--- src/rtl/reg_arb_pkg.sv ---
// Shared types and the rotating-priority pick used by the register load arbiter.
// Supports up to MAX_REQ requesters; callers pass their actual count.
package reg_arb_pkg;

  localparam int MAX_REQ = 8;
  localparam int IDX_W   = 3;

  typedef enum logic {
    IDLE = 1'b0,
    HOLD = 1'b1
  } state_t;

  typedef struct packed {
    logic             found;
    logic [IDX_W-1:0] idx;
  } pick_t;

  // First set request at or above ptr, wrapping from nreq-1 back to 0.
  function automatic pick_t rr_pick(input logic [MAX_REQ-1:0] req,
                                    input logic [IDX_W-1:0]   ptr,
                                    input int                 nreq);
    pick_t r;
    int    idx;
    r = '0;
    for (int k = 0; k < MAX_REQ; k++) begin
      idx = ({29'd0, ptr} + k) % nreq;
      if (k < nreq && !r.found && req[idx[IDX_W-1:0]]) begin
        r.found = 1'b1;
        r.idx   = idx[IDX_W-1:0];
      end
    end
    return r;
  endfunction

endpackage

--- src/rtl/reg_load_arbiter_load_reg.sv ---
// Shared data register: async active-low clear, synchronous load enable.
module load_reg #(
  parameter int WIDTH = 4
) (
  input  logic             clk,
  input  logic             rst_n,
  input  logic             load,
  input  logic [WIDTH-1:0] d,
  output logic [WIDTH-1:0] q
);

  logic [WIDTH-1:0] q_reg;

  always_ff @(posedge clk or negedge rst_n) begin
    if (!rst_n) begin
      q_reg <= '0;
    end else if (load) begin
      q_reg <= d;
    end
  end

  assign q = q_reg;

endmodule

--- src/rtl/reg_load_arbiter.sv ---
// Round-robin arbiter that loads one requester's word into a shared register,
// then holds it for HOLD_CYCLES guard cycles before accepting another load.
module reg_load_arbiter #(
  parameter int NREQ        = 4,
  parameter int WIDTH       = 4,
  parameter int HOLD_CYCLES = 2
) (
  input  logic                    Clk,
  input  logic                    reset,
  input  logic [NREQ-1:0]         req,
  input  logic [NREQ*WIDTH-1:0]   data,
  output logic [NREQ-1:0]         grant,
  output logic [WIDTH-1:0]        Q,
  output logic [$clog2(NREQ)-1:0] owner,
  output logic                    busy,
  output logic                    valid
);

  import reg_arb_pkg::*;

  localparam int OW = $clog2(NREQ);
  localparam int CW = $clog2(HOLD_CYCLES + 1);

  state_t          state_reg, state_next;
  logic [CW-1:0]   cnt_reg, cnt_next;
  logic [OW-1:0]   ptr_reg, ptr_next;
  logic [OW-1:0]   owner_reg, owner_next;
  logic [NREQ-1:0] grant_reg, grant_next;
  logic            busy_reg, busy_next;
  logic            valid_reg, valid_next;
  logic            load_en;

  logic [WIDTH-1:0]   word [NREQ];
  logic [MAX_REQ-1:0] req_wide;
  pick_t              pick;
  logic [OW-1:0]      win;
  logic [OW-1:0]      ptr_inc;
  logic [WIDTH-1:0]   load_word;

  generate
    for (genvar gi = 0; gi < NREQ; gi++) begin : g_word
      assign word[gi] = data[gi*WIDTH +: WIDTH];
    end
  endgenerate

  assign req_wide  = MAX_REQ'(req);
  assign pick      = rr_pick(req_wide, IDX_W'(ptr_reg), NREQ);
  assign win       = pick.idx[OW-1:0];
  assign ptr_inc   = (win == OW'(NREQ - 1)) ? '0 : win + 1'b1;
  assign load_word = word[win];

  always_comb begin
    state_next = state_reg;
    cnt_next   = cnt_reg;
    ptr_next   = ptr_reg;
    owner_next = owner_reg;
    valid_next = valid_reg;
    grant_next = '0;
    load_en    = 1'b0;
    case (state_reg)
      IDLE: begin
        if (pick.found) begin
          load_en    = 1'b1;
          grant_next = NREQ'(1) << win;
          owner_next = win;
          valid_next = 1'b1;
          ptr_next   = ptr_inc;
          cnt_next   = CW'(HOLD_CYCLES);
          state_next = HOLD;
        end
      end
      HOLD: begin
        // Requests seen here are deliberately ignored; they stay pending.
        cnt_next = cnt_reg - 1'b1;
        if (cnt_reg == CW'(1)) begin
          state_next = IDLE;
        end
      end
    endcase
    busy_next = (state_next == HOLD);
  end

  always_ff @(posedge Clk or negedge reset) begin
    if (!reset) begin
      state_reg <= IDLE;
      cnt_reg   <= '0;
      ptr_reg   <= '0;
      owner_reg <= '0;
      grant_reg <= '0;
      busy_reg  <= 1'b0;
      valid_reg <= 1'b0;
    end else begin
      state_reg <= state_next;
      cnt_reg   <= cnt_next;
      ptr_reg   <= ptr_next;
      owner_reg <= owner_next;
      grant_reg <= grant_next;
      busy_reg  <= busy_next;
      valid_reg <= valid_next;
    end
  end

  load_reg #(.WIDTH(WIDTH)) u_q (
    .clk   (Clk),
    .rst_n (reset),
    .load  (load_en),
    .d     (load_word),
    .q     (Q)
  );

  assign grant = grant_reg;
  assign owner = owner_reg;
  assign busy  = busy_reg;
  assign valid = valid_reg;

endmodule

--- config.mk ---
export PLATFORM = sky130hd
export DESIGN_NAME = reg_load_arbiter
export DESIGN_NICKNAME = d
export VERILOG_FILES = /design/src/rtl/reg_arb_pkg.sv /design/src/rtl/reg_load_arbiter_load_reg.sv /design/src/rtl/reg_load_arbiter.sv
export SDC_FILE = /design/constraint.sdc
export NUM_CORES = 1
export LEC_CHECK = 0
export ABC_AREA = 1
export CAP_MARGIN = 20
export CORE_UTILIZATION = 42
export DETAILED_ROUTE_END_ITERATION = 6
export PLACE_DENSITY = 0.86
export SLEW_MARGIN = 0
export SYNTH_ARGS = -nofsm -noshare
export SYNTH_HDL_FRONTEND = slang
export SYNTH_SLANG_ARGS = --single-unit
--- constraint.sdc ---
create_clock -name Clk -period 1.85 [get_ports Clk]
set_input_delay 0.185 -clock Clk [delete_from_list [all_inputs] [get_ports Clk]]
set_output_delay 0.185 -clock Clk [all_outputs]
set_load 0.05 [all_outputs]
=== Yosys cells after proc, flatten, opt, wreduce, memory -nomap -nowiden ===
Cells that the tools add are included.

* Shift operators: 1
* Add/sub/neg operators: 5
* Mux-type cells: 24
* Bitwise gates (word level): 2
* Equal/unequal tests: 3
* $lt $le $gt $ge: 5
* Reduce and logical (&&, ||, !) cells: 7

{| class="wikitable"
|+ Operators by type and width
! cell !! count
|-
| 4-bit two-way mux || 8
|-
| 2-bit by 4-bit less-than comparator with 1-bit output, second input constant || 4
|-
| 1-bit binary-select mux with 2-bit select || 4
|-
| 4-bit binary-select mux with 2-bit select || 1
|-
| 1-bit two-way mux || 7
|-
| 2-bit by 1-bit adder with 2-bit output, second input constant || 2
|-
| 2-bit adder, second input constant || 2
|-
| 2-bit two-way mux || 2
|-
| 2-bit case mux with 2 select lines || 1
|-
| 1-bit by 2-bit << shifter with 4-bit output, first input constant || 1
|-
| 3-bit greater-or-equal comparator, second input constant || 1
|-
| 1-bit logical AND || 3
|-
| 1-bit logical NOT || 3
|-
| 2-bit inverter with 3-bit output || 1
|-
| 2-bit by 1-bit == test with 1-bit output, second input constant || 1
|-
| 2-bit == test, second input constant || 1
|-
| 2-bit != test, second input constant || 1
|-
| 1-bit case mux with 2 select lines || 1
|-
| 2-bit AND reduction || 1
|-
| 2-bit by 1-bit subtractor with 2-bit output, second input constant || 1
|-
| 1-bit inverter || 1
|}

* Bits of input ports: 22
* Register bits after elaboration: 16
* Logic and storage cells: 54
* Output and inout port bits: 12

=== Depth between registers and ports, before layout ===
Gate-level depths: netlist (run 1).

* Depth after elaboration: 16
* Depth in mapped cells: 15
* Depth with buffers taken out: 14

=== Cells and area by module ===
From an unflattened synthesis (run 1), not the netlist that was laid out.

* Cell total of the unflattened synthesis: 160
* Area total of the unflattened synthesis: 1136.1 sq um

{| class="wikitable"
|+ Modules (own cells, without submodules)
! module !! area an instance (sq um) !! sequential area each (sq um) !! cells an instance !! times used
|-
| reg_load_arbiter || 987.2 || 300.3 || 143 || 1
|-
| load_reg || 148.9 || 100.1 || 17 || 1
|}

=== Least setup slack after synthesis (run 1) ===
No wires, ideal clock.

* Kind: register to register
* From: register ptr_reg[0]
* To: register ptr_reg[1]
* Path buffers: 2
* Required time: 1723 ps
* Library setup time: 127 ps
* Stages on the path, launching flop included: 14
* Clock period less this slack: 1856 ps
* Arrival: 1730 ps
* Setup slack: -6 ps
* Cells stage by stage: dfrtp_1 > buf_6 > inv_8 > nand2_2 > nand3_1 > nand2_2 > nor2_4 > nand3_4 > nand3_4 > buf_12 > inv_2 > ha_1 > nand2_1 > o21ai_0

* Cells in the longest elaborated chain, start to end: 14
* Elaborated cells between the ends (all ways): 25
* Classes of those cells: 4 x add/sub; 1 x eq/ne; 13 x mux; 7 x reduce/logical

{| class="wikitable"
|+ Ends and longest elaborated chain
! element !! line !! source
|-
| from (decl) || reg_load_arbiter.sv:26 || <nowiki>logic [OW-1:0] ptr_reg, ptr_next;</nowiki>
|-
| from (signal assigned) || reg_load_arbiter.sv:95 || <nowiki>ptr_reg <= ptr_next;</nowiki>
|-
| parallel branches: the longest is 11 deep, another holds 2-bit by 1-bit adder with 2-bit output || -- ||
|-
| 4-bit two-way mux (*) || reg_arb_pkg.sv:27 || <nowiki>if (k < nreq && !r.found && req[idx[IDX_W-1:0]]) begin</nowiki>
|-
| 2-bit by 1-bit adder with 2-bit output / 2-bit == test (equally long branches) || reg_load_arbiter.sv:49 || <nowiki>assign ptr_inc = (win == OW'(NREQ - 1)) ? '0 : win + 1'b1;</nowiki>
|-
| 2-bit two-way mux (*) || reg_load_arbiter.sv:49 ||
|-
| net ptr_inc[1] || reg_load_arbiter.sv:37 || <nowiki>logic [OW-1:0] ptr_inc;</nowiki>
|}

Mark *: on every way through the listed nets, which the timed path passes. The select of a mux whose other input is x is not followed.
A chain may end at the register's enable or synchronous reset.

=== Final worst setup path (run 1) ===
* From: register ptr_reg[0]
* To: register u_q.q_reg[0] (netlist: u_q.q[0])

* Cells in the longest elaborated chain, start to end: 16
* Elaborated cells between the ends (all ways): 27
* Classes of those cells: 3 x add/sub; 17 x mux; 1 x bitwise; 6 x reduce/logical

{| class="wikitable"
|+ Ends and longest elaborated chain
! element !! line !! source
|-
| parallel branches: the longest is 11 deep, another holds 2-bit by 1-bit adder with 2-bit output || -- ||
|-
| 4-bit two-way mux (*) || reg_arb_pkg.sv:27 ||
|-
| 2-bit inverter with 3-bit output (implied by the code) || reg_load_arbiter.sv:50 || <nowiki>assign load_word = word[win];</nowiki>
|-
| 4-bit binary-select mux with 2-bit select || reg_load_arbiter.sv:50 ||
|-
| 4-bit two-way mux (implied by the code) (2 in series) || reg_load_arbiter.sv:50 ||
|-
| to (signal assigned) || reg_load_arbiter_load_reg.sv:16 || <nowiki>q_reg <= '0;</nowiki>
|-
| to (signal assigned) || reg_load_arbiter_load_reg.sv:18 || <nowiki>q_reg <= d;</nowiki>
|-
| to (decl) || reg_load_arbiter_load_reg.sv:12 || <nowiki>logic [WIDTH-1:0] q_reg;</nowiki>
|}

Every way passes the cells marked *. The select of a mux whose other input is x is not followed.

==> out/results.tsv, run 1 <==
stage	metric	value	unit
status	status	complete, no violations	
global_routing	grt_usage	19.6	%
global_routing	grt_start_max_net_pins	17	
finish	nNetsFinal	222	
sta	hold_viol	0	
cts	htreeDepth	1	
sta	worstMarginPinSlew	0.709	ns
sta	rsz0062_at_grt	true	
sta	setup_violations	0	
sta	fmax	554	MHz
cts	path_clk_slew	0.10	ns
flow_run	drv_cap	0	
floorplan	fp.dieH	55.0	um
worst_setup_path	r2r_start	ptr_reg[0]$_DFFE_PN0P_	
yosys	syn_inst	147	
place	hpwlAfterDp	2140	um
yosys	ys_ff_latch	16	
global_routing	grt_pass1_wl	4130	um
finish	mostFrequentLayoutCell	nand2_1	
yosys	synth.net_count	171	
worst_setup_path	path_max_fanout	10	
worst_setup_path	r2r-end	u_q.q[0]$_DFFE_PN0P_	
routing	antenna_left	0	
routing	first_pass_iters	4	
yosys	avgSynthCellArea	8.02	um2
power_and_ir_drop	p_sw_share	50.4	%
global_routing	antenna_found_initial	0	
worst_setup_path	cp-end-kind	flip-flop	
cts	cts_hold_buf	0	
power_and_ir_drop	p_per_area	2270	nW/um2
floorplan	core-area	2570	um2
finish	diodes	0	
worst_setup_path	required	2.03	ns
floorplan	rows	18	
power_and_ir_drop	switchingPower	1980	uW
power_and_ir_drop	finalPower	3940	uW
global_routing	grt_pass1_vias	973	
cts	cts_tree	done	
routing	drc	0	
worst_setup_path	cp.arrival	1.99	ns
sta	period_needed	1.80	ns
cts	cts_inserted_buffers	3	
worst_setup_path	ff2ff_setup_slack	0.05	ns
floorplan	initial_core_util	45.9	%
sta	relSlewSlack	52.6	%
routing	wl_per_cell	11.4	um
sta	setup_tns	0	ns
sta	fin_crit_sh	97.5	%
yosys	syn_area	1180	um2
yosys	synth_cell_types	27	
place	io_buffers	33	
finish	areaGrowthSynthToFinish	46.9	%
finish	drive_above_1_share	33.0	%
finish	final_cell_mix	nand2_1, clkdlybuf4s50_1, inv_1	
place	placed_area	1640	um2
global_routing	gr-total-overflow	0	
worst_setup_path	reg2regPathDepth	13	
worst_setup_path	critPathLaunchType	flip-flop	
routing	wl	2590	um
cts	cts_sinks	16	
worst_setup_path	critPathKind	reg -> reg	
floorplan	die_area	3020	um2
sta	fin_worst_skew	0.00561	ns
cts	max-clock-path-buffers	2	
power_and_ir_drop	power_leakage	0.000872	uW
yosys	synth_warnings	0	
power_and_ir_drop	p_seq_share	15.6	%
sta	drv_slew	0	
power_and_ir_drop	p_int	1950	uW
routing	vias	1083	
floorplan	boundaryPins	34	
cts	worstSkewPairLatency	0.29	ns
floorplan	dieWidth	55.0	um
yosys	synth_seq_area_share	34.0	%
power_and_ir_drop	ir_drop	1.59	mV
cts	cts_root_buffer	clkbuf_4	
routing	via_per_inst	4.77	
power_and_ir_drop	comb_power_share	78.5	%
hold_path	hold_path.class	in -> async	
finish	fin_area	1730	um2
routing	drt_iter0_drc	9	
sta	timing.hold.ws	0.311	ns
place	place_congestion	0.790	
power_and_ir_drop	clkPwrFrac	5.9	%
[cell type report]
type	count	area [um2]
repair buffers	49	492
clock buffers	4	36.3
multi-input cells	102	657
flip-flops and latches	16	402
inverters	26	108
well taps	30	37.5
fillers	215	836
[synth_stat cells (all sizes together)]
| master | instances | area (um2) |
|---|---|---|
| nor2 | 9 | 67.6 |
| ha | 2 | 25.0 |
| a31oi | 1 | 6.26 |
| o211ai | 3 | 37.5 |
| inv | 26 | 108 |
| dfrtp | 16 | 400 |
| buf | 3 | 38.8 |
| nor3 | 2 | 15.0 |
| o21ai | 5 | 25.0 |
| nand2 | 54 | 238 |
| a21oi | 1 | 5.00 |
| o21a | 1 | 7.51 |
| nand4 | 2 | 12.5 |
| nand3 | 18 | 168 |
| or2 | 4 | 25.0 |
[through the flow]
stage,setup WS (ns),std cells,utilization [%]
5_1_grt,-0.0724,227,67.4
2_1_floorplan,0.0175,147,-
3_5_place_dp,-0.125,220,64.0
4_1_cts,0.0276,227,66.8
3_3_place_gp,-0.0791,220,64.0
6_report,0.0462,227,67.4
[per-layer routing]
metal  part of all wire (%)  vias to the layer above  GRT usage, %
met5                      0                        -             0
met4                   0.46                        0          3.75
met3                    3.8                        2          5.74
met2                     51                       20          31.9
met1                     45                      498          25.8
li1                       -                      563             -
[worst max path at each step]
stage,start,end,cells after the start
after CTS,ptr_reg[0]$_DFFE_PN0P_,ptr_reg[1]$_DFFE_PN0P_,12
after global placement,ptr_reg[0]$_DFFE_PN0P_,ptr_reg[1]$_DFFE_PN0P_,12
final,ptr_reg[0]$_DFFE_PN0P_,u_q.q[0]$_DFFE_PN0P_,13
after floorplan,ptr_reg[0]$_DFFE_PN0P_,ptr_reg[1]$_DFFE_PN0P_,13
after global routing,ptr_reg[0]$_DFFE_PN0P_,ptr_reg[1]$_DFFE_PN0P_,12
after detailed placement,ptr_reg[0]$_DFFE_PN0P_,ptr_reg[1]$_DFFE_PN0P_,12
[power groups by stage]
| stage | clock (uW) | sequential (uW) | combinational [uW] |
|---|---|---|---|
| 2_1_floorplan | 0 | 996 | 1620 |
| 3_3_place_gp | 0 | 643 | 2840 |
| 3_5_place_dp | 0 | 656 | 2940 |
| 4_1_cts | 240 | 614 | 3070 |
| 5_1_grt | 257 | 633 | 3370 |
| 6_report | 233 | 614 | 3090 |
[logic make-up (layout without fill, tap and decap cells)]
kind of cell / count (synthesis) / count (layout) / synth area share (%)
DFF: 16 / 16 / 34.0
adders and majority gates: 2 / 2 / 2.12
buffers and inverters: 29 / 79 / 12.4
AOI/OAI and AO/OA: 11 / 11 / 6.90
and+or+nand+nor: 89 / 89 / 44.6
[worst max-delay path, cell delays in order (launching register included)]
cell     delay (ns)
dfrtp_2        0.42
buf_6          0.14
inv_8          0.08
nand2_2        0.07
nand3_1        0.08
nand2_2        0.08
nand2_2        0.07
nand2_1        0.06
nand2_2        0.09
nand3_4        0.10
buf_12         0.15
or2_1          0.21
nand3_2        0.07
nand3_2        0.07
[what timing repair did]
item	in CTS	in global routing
setup endpoints to repair	6	6
pin swaps	5	2
resized for setup	6	6
setup buffers	3	0
Note: power is estimated with default switching activity, not from simulation.
==> run 2, diff against run 1 <==
- HOLD_SLACK_MARGIN: unset -> 0.02
==> results of run 2 <==
The final DEF is identical to that of run 1; final timing and power are the same.
==> run 3, diff against run 2 <==
- CORE_UTILIZATION: 42 -> 44
- CTS_BUF_LIST: unset -> sky130_fd_sc_hd__clkbuf_4
- GPL_ROUTABILITY_DRIVEN: unset -> 0
- PLACE_DENSITY: 0.86 -> 0.89
==> run 3 against run 2 <==
Sequential cell count unchanged. Clock skew decreased by 0.0038 ns. Setup slack improved by 0.0079 ns. Die area shrank 4.4%. Register-to-register slack improved by 0.02 ns. Routed wire length increased by 18%. Critical path type is now reg -> out.
==> out/results.tsv, run 3 (synthesis gave the netlist of run 1 again) <==
stage	metric	value	unit	change
finish	mostFrequentLayoutCell	clkdlybuf4s50_1		was nand2_1
worst_setup_path	cpPeakStageDelay	0.85	ns	was 0.42 ns
routing	drc	0		unchanged
finish	diodes	0		unchanged
routing	wl	3050	um	was 2590 um
routing	first_pass_iters	4		unchanged
global_routing	grt_usage	21.7	%	was 19.6%
sta	relSlewSlack	52.2	%	was 52.6%
cts	cts_sinks	16		unchanged
floorplan	dieWidth	53.8	um	was 55.0 um
sta	fin_ws	0.0541	ns	was 0.0462 ns
sta	setup_violations	0		unchanged
routing	antenna_left	0		unchanged
global_routing	gr-total-overflow	0		unchanged
worst_setup_path	reg2regPathDepth	15		was 13
cts	cts_inserted_buffers	3		unchanged
cts	htreeDepth	1		unchanged
place	place_ws	-0.150	ns	was -0.125 ns
worst_setup_path	path_buf_inv	1		was 3
finish	nNetsFinal	222		unchanged
worst_setup_path	cp.arrival	1.61	ns	was 1.99 ns
floorplan	initial_core_util	47.1	%	was 45.9%
routing	via_per_inst	5.03		was 4.77
cts	max-clock-path-buffers	2		unchanged
sta	fin_crit_sh	97.1	%	was 97.5%
sta	fin_worst_skew	0.00183	ns	was 0.00561 ns
cts	cts_hold_buf	0		unchanged
place	io_buffers	33		unchanged
finish	drive_above_1_share	38.1	%	was 33.0%
cts	path_clk_slew	0.09	ns	was 0.10 ns
worst_setup_path	r2r_start	ptr_reg[1]$_DFFE_PN0P_		was ptr_reg[0]$_DFFE_PN0P_
floorplan	core-area	2500	um2	was 2570 um2
floorplan	die_area	2890	um2	was 3020 um2
sta	timing.hold.ws	0.307	ns	was 0.311 ns
place	hpwlAfterDp	2200	um	was 2140 um
global_routing	grt_pass1_wl	4370	um	was 4130 um
cts	cts_root_buffer	clkbuf_4		unchanged
finish	multiInputGateArea	709	um2	was 657 um2
worst_setup_path	required	1.66	ns	was 2.03 ns
flow_run	drv_cap	0		unchanged
global_routing	antenna_found_initial	0		unchanged
worst_setup_path	critPathKind	reg -> out		was reg -> reg
routing	wl_per_cell	13.4	um	was 11.4 um
worst_setup_path	critPathLaunchType	flip-flop		unchanged
finish	final_cell_mix	clkdlybuf4s50_1, nand2_1, nand2_2		was nand2_1, clkdlybuf4s50_1, inv_1
worst_setup_path	r2r-end	u_q.q[1]$_DFFE_PN0P_		was u_q.q[0]$_DFFE_PN0P_
worst_setup_path	critPathTopFamily	buffers and inverters		was simple AND/OR/NAND/NOR gates
global_routing	grt_pass1_vias	1076		was 973
sta	period_needed	1.80	ns	about the same
cts	worstSkewPairLatency	0.30	ns	was 0.29 ns
finish	final_util	70.9	%	was 67.4%
floorplan	rows	18		unchanged
routing	drt_iter0_drc	19		was 9
cts	cts_tree	done		unchanged
routing	vias	1141		was 1083
global_routing	grt_start_max_net_pins	17		unchanged
sta	fmax	557	MHz	was 554 MHz
finish	areaGrowthSynthToFinish	50.3	%	was 46.9%
worst_setup_path	path_max_fanout	5		was 10
sta	setup_tns	0	ns	unchanged
finish	fillers	190		was 215
floorplan	boundaryPins	34		unchanged
floorplan	fp.dieH	53.8	um	was 55.0 um
hold_path	hold_path.class	in -> async		unchanged
worst_setup_path	cp-end-kind	output port		was flip-flop
sta	hold_viol	0		unchanged
worst_setup_path	cp_slowest_cell	clkdlybuf4s50_1		was dfrtp_2
worst_setup_path	crit_path_cell_trace	clkdlybuf4s50_1		was buf_6, inv_8, nand2_2, nand3_1, nand2_2, nand2_2, nand2_1, nand2_2, nand3_4, buf_12, or2_1, nand3_2, nand3_2
status	status	complete, no violations		unchanged
sta	worstMarginPinSlew	0.715	ns	was 0.709 ns
finish	seq_area	403	um2	was 402 um2
sta	drv_slew	0		unchanged
worst_setup_path	ff2ff_setup_slack	0.07	ns	was 0.05 ns
[run 3: worst max-delay path by stage]
stage	cells past startpoint	startpoint	slack, ns	endpoint
2_1_floorplan	13	ptr_reg[0]$_DFFE_PN0P_	0.02	ptr_reg[1]$_DFFE_PN0P_
3_3_place_gp	12	ptr_reg[0]$_DFFE_PN0P_	-0.04	ptr_reg[1]$_DFFE_PN0P_
3_5_place_dp	12	req[3]	-0.15	ptr_reg[1]$_DFFE_PN0P_
4_1_cts	12	ptr_reg[0]$_DFFE_PN0P_	0.002	ptr_reg[1]$_DFFE_PN0P_
5_1_grt	13	ptr_reg[0]$_DFFE_PN0P_	-0.01	ptr_reg[1]$_DFFE_PN0P_
6_report	1	state_reg$_DFF_PN0_	0.05	busy
[run 3: layout make-up]
class	instances	area share (%)
well taps	30	2.12
repair buffers	48	26.6
clock buffers	3	1.27
flip-flops and latches	16	22.7
clock inverters	1	0.212
multi-input cells	102	40.0
inverters	26	6.50
repair inverters	1	0.494
[run 3: metal layers]
metal	track usage, %	vias to the layer above	routed length (um)
met5	0	-	0
met1	21.5	534	1080
li1	-	563	-
met2	41.4	34	1700
met4	15.8	0	139
met3	1.69	10	123
[run 3: through the flow]
stage | cells | cell area (um2)
floorplan | 147 | 1180
global placement | 217 | 1600
detailed placement | 217 | 1600
CTS | 224 | 1660
global route | 227 | 1770
finish | 227 | 1770
[run 3: what timing repair did]
action                                  in CTS  in global routing
gates cloned                                 0                  1
gates resized for setup                      2                 27
endpoints found under the setup margin       6                  5
buffers inserted                             3                  2
pin swaps                                    1                 11
Power of run 3 is not shown: default switching activity piles up to over one toggle a cycle in this logic, so the estimate is an artifact.
